[src/rtl/param_fifo_mem.sv]
// Storage array for param_fifo: one write port, one registered read port.
// No reset on the array or the read register; the top masks d_out until the first pop.
module param_fifo_mem #(
    parameter  int W     = 8,
    parameter  int DEPTH = 8,
    localparam int AW    = $clog2(DEPTH)
) (
    input  logic          clk,
    input  logic          we,
    input  logic [AW-1:0] waddr,
    input  logic [W-1:0]  wdata,
    input  logic          re,
    input  logic [AW-1:0] raddr,
    output logic [W-1:0]  rdata
);

    logic [W-1:0] mem [DEPTH];

    // On a simultaneous write and read of the same slot, the read returns the old word.
    always_ff @(posedge clk) begin
        if (we) begin
            mem[waddr] <= wdata;
        end
        if (re) begin
            rdata <= mem[raddr];
        end
    end

endmodule

[src/rtl/param_fifo.sv]
// Parameterised synchronous FIFO with a registered read port and status flags.
// Pointers carry one extra wrap bit so that full and empty can be told apart.
module param_fifo #(
    parameter  int W     = 8,
    parameter  int DEPTH = 8,
    localparam int AW    = $clog2(DEPTH)
) (
    input  logic          clk,
    input  logic          resetn,
    input  logic          wr_en,
    input  logic [W-1:0]  d_in,
    output logic          full,
    input  logic          rd_en,
    output logic [W-1:0]  d_out,
    output logic          rd_valid,
    output logic          empty,
    output logic [AW:0]   count,
    output logic          ovf,
    output logic          udf
);

    logic [AW:0]  wr_ptr;
    logic [AW:0]  rd_ptr;
    logic [W-1:0] mem_rdata;
    logic         have_data;
    logic         we_ok;
    logic         re_ok;

    assign empty = (wr_ptr == rd_ptr);
    assign full  = (wr_ptr[AW] != rd_ptr[AW]) && (wr_ptr[AW-1:0] == rd_ptr[AW-1:0]);

    // A write while full is allowed only when a pop frees the slot it lands in.
    assign we_ok = wr_en && (!full || rd_en);
    assign re_ok = rd_en && !empty;

    param_fifo_mem #(
        .W     (W),
        .DEPTH (DEPTH)
    ) u_mem (
        .clk   (clk),
        .we    (we_ok),
        .waddr (wr_ptr[AW-1:0]),
        .wdata (d_in),
        .re    (re_ok),
        .raddr (rd_ptr[AW-1:0]),
        .rdata (mem_rdata)
    );

    // The read register has no reset, so d_out shows zero until the first pop after reset.
    assign d_out = have_data ? mem_rdata : '0;

    always_ff @(posedge clk or negedge resetn) begin
        if (!resetn) begin
            wr_ptr    <= '0;
            rd_ptr    <= '0;
            count     <= '0;
            rd_valid  <= 1'b0;
            have_data <= 1'b0;
            ovf       <= 1'b0;
            udf       <= 1'b0;
        end else begin
            if (we_ok) begin
                wr_ptr <= wr_ptr + 1'b1;
            end
            if (re_ok) begin
                rd_ptr    <= rd_ptr + 1'b1;
                have_data <= 1'b1;
            end
            rd_valid <= re_ok;
            unique case ({we_ok, re_ok})
                2'b10:   count <= count + 1'b1;
                2'b01:   count <= count - 1'b1;
                default: count <= count;
            endcase
            if (wr_en && full && !rd_en) begin
                ovf <= 1'b1;
            end
            if (rd_en && empty) begin
                udf <= 1'b1;
            end
        end
    end

endmodule

[config.mk]
export PLATFORM = sky130hd
export DESIGN_NAME = param_fifo
export DESIGN_NICKNAME = d
export VERILOG_FILES = /design/src/rtl/param_fifo_mem.sv /design/src/rtl/param_fifo.sv
export SDC_FILE = /design/constraint.sdc
export NUM_CORES = 1
export LEC_CHECK = 0
export CAP_MARGIN = 20
export CORE_MARGIN = 4
export CORE_UTILIZATION = 60
export DETAILED_ROUTE_END_ITERATION = 7
export HOLD_SLACK_MARGIN = 0.03
export PLACE_DENSITY_LB_ADDON = 0.25
export SETUP_SLACK_MARGIN = 0.05
export SYNTH_ARGS = -nofsm -noshare
export SYNTH_HDL_FRONTEND = slang
export SYNTH_SLANG_ARGS = --single-unit
[constraint.sdc]
create_clock -name clk -period 4.55 [get_ports clk]
set_input_delay 0.6825 -clock clk [delete_from_list [all_inputs] [get_ports clk]]
set_output_delay 0.6825 -clock clk [all_outputs]
set_load 0.01 [all_outputs]
==> out/qor.yml <==
clocking:
  cts_resized: 0
  clock_path_buffers: 2
  clock_latency_ns: 0.33
  clk_pin_slew_ns: 0.08
  cts_setup_buffers: 0
  cts_root_buf: "clkbuf_8"
  cts_tree: "built"
  h-tree-depth: 3
  cts_made_buffers: 9
  clkSinkCount: 88
  hold_buffers: 0
sta:
  fin_ws_ns: 0.776
  setup_viol_count_final: 0
  tightest_slew_ns: 0.972
  fin_crit_sh_pct: 82.9
  rsz0062_at_grt: "no"
  slew-limit-headroom_pct: 34.9
  hold_viol_final: 0
  final.setup.tns_ns: 0
  drv_slew: 0
  fmax_mhz: 265
  holdWs_ns: 0.475
  clock-skew-final_ns: 0.00710
  fin_crit_ns: 3.77
critical_path:
  start_kind: "flop"
  crit_fanout: 12
  rr_endpoint: "count[3]"
  worstRegToRegCells: 10
  arrival_ns: 3.99
  path_cells: "xnor2_1 > nand3_2 > o21ai_0 > inv_1 > ha_1 > ha_1 > a21o_1 > a2111oi_0 > a31oi_1 > a311o_1"
  crit_top_cell: "ha_1"
  critPathSlowestCell: "dfrtp_1"
  rr_startpoint: "rd_ptr[2]"
  cp_slowest_stage_delay_ns: 0.68
  end_kind: "flop"
  crit_required_ns: 4.77
  r2r_slack_ns: 0.78
  crit_type: "flop to flop"
final_layout:
  fin_area_sq_um: 4270
  final_cell_mix: "72 x edfxtp_1, 28 x clkdlybuf4s50_1, 16 x dfrtp_1"
  drive_gt1_share_pct: 21.7
  stdcell_count: 315
  final_common_cell: "edfxtp_1"
  area_growth_pct: 16.0
  num-fill-cells: 378
  finish.utilization_pct: 72.1
  num-nets-final: 253
  diodes: 0
floorplan:
  io_pins: 29
  die-area_sq_um: 7450
  die_y_microns: 86.3
  core.rowCount: 28
  start_util_pct: 62.1
  die_w_microns: 86.3
  core-area_sq_um: 5920
synth:
  ys_seq_elements: 88
  postSynth.asyncResetShare_pct: 18.2
  ys.flop_type: "edfxtp_1"
  avgSynthCellArea_sq_um: 18.3
  synth_area_sq_um: 3680
  synth_fp_nets: 219
  synth_edf_count: 72
  syn_inst: 201
  synth_seq_area_share_pct: 69.7
  yosysUniqueCellTypes: 41
  yosysWarnings: 0
place:
  place_area_sq_um: 4030
  dp.cells: 299
  gp_congestion: 0.813
  hpwl_microns: 4170
  post-place-ws_ns: 0.768
  portBuffers: 28
power_and_ir_drop:
  fin_total_pwr_mw: 2.87
  powerDensity_nw_per_um2: 672
  max-vdd-ir-drop_uv: 338
  leakagePower_nw: 1.46
grt:
  antenna_found_initial: 0
  grt_pass1_wl_microns: 10700
  grt_overflow: 0
  grt_pass1_vias: 1887
  track_usage_pct: 20.0
  grt_max_degree: 20
detailed_routing:
  first_pass_iters: 4
  drt_drc_violations_left: 0
  antenna_left: 0
  wl_per_cell_microns: 20.8
  wl_microns: 6550
  viasPerCell: 5.88
  drtIter0Drc: 218
  vias: 1853
min_path:
  hp-class: "flop to flop"
  worstHoldStart: "udf"
  min_to: "udf"
  min_path_cells: 1
flow_run:
  maxCapViolCount: 0
status:
  status: "complete, no violations"
-- worst max-delay path by stage --
| stage | cells after the start | slack, ns | endpoint | start |
|---|---|---|---|---|
| floorplan | 9 | 1.43 | count[3] | rd_en |
| global placement | 9 | 0.89 | count[3] | rd_en |
| detailed placement | 9 | 0.77 | count[3] | rd_en |
| CTS | 10 | 0.78 | count[3] | rd_ptr[2] |
| global route | 10 | 0.47 | count[3] | rd_ptr[2] |
| finish | 10 | 0.78 | count[3] | rd_ptr[2] |
-- metal layers --
metal  wire length [microns]  share of wire [%]  global-route usage [%]
met4                      38               0.58                    5.95
met5                       0                  0                       0
met2                    3350                 51                    32.8
met1                    2770                 42                    27.8
met3                     388                5.9                    3.80
-- synth_stat cells, types with 3 or more instances --
library cell  number  area, sq um
edfxtp_1          72         2160
dfrtp_1           16          400
mux4_2            15          338
mux2_2            10          113
and2_1             8         50.1
nor2_1             8         30.0
nand2_1            7         26.3
xnor2_1            7         61.3
inv_1              6         22.5
ha_1               5         62.6
a21o_1             3         22.5
buf_6              3         33.8
o21ai_0            3         15.0
-- cell families after synthesis --
group	count (synthesis)	share of synthesized area, %
compound gates	16	3.78
xor+xnor	11	3.03
simple gates	38	5.85
fa+ha+maj	6	2.24
mux	26	13.0
flops	88	69.7
buf+inv	16	2.48
-- sequential cells by signal, indices dropped and copies added, names as in the netlist --
signal       flops
udf              1
rd_valid         1
u_mem.mem       64
rd_ptr           4
ovf              1
count            4
have_data        1
wr_ptr           4
u_mem.rdata      8
-- cell type report --
type | count | area, sq um | share of cell area (%)
Sequential cell | 88 | 2560 | 60.1
Multi-Input combinational cell | 97 | 1030 | 24.3
Timing Repair Buffer | 33 | 318 | 7.45
Clock buffer | 10 | 128 | 2.99
Clock inverter | 6 | 108 | 2.52
Tap cell | 75 | 93.8 | 2.20
Inverter | 6 | 22.5 | 0.528
-- worst max-delay path, delay by kind of cell, from the launching register on --
family	cells	cell delay, ns
AO/OA/AOI/OAI	5	1.53
flip-flops	1	0.68
adder cells (fa/ha/maj)	2	0.66
buffers and inverters	1	0.32
AND/OR/NAND/NOR	1	0.26
XOR/XNOR	1	0.20
-- report_power, final --
part	switching [mW]	internal (mW)
logic	0.491	0.527
clock network	0.256	0.363
registers	0.136	1.09
total	0.883	1.98
Power figures use the tool's default switching activity.
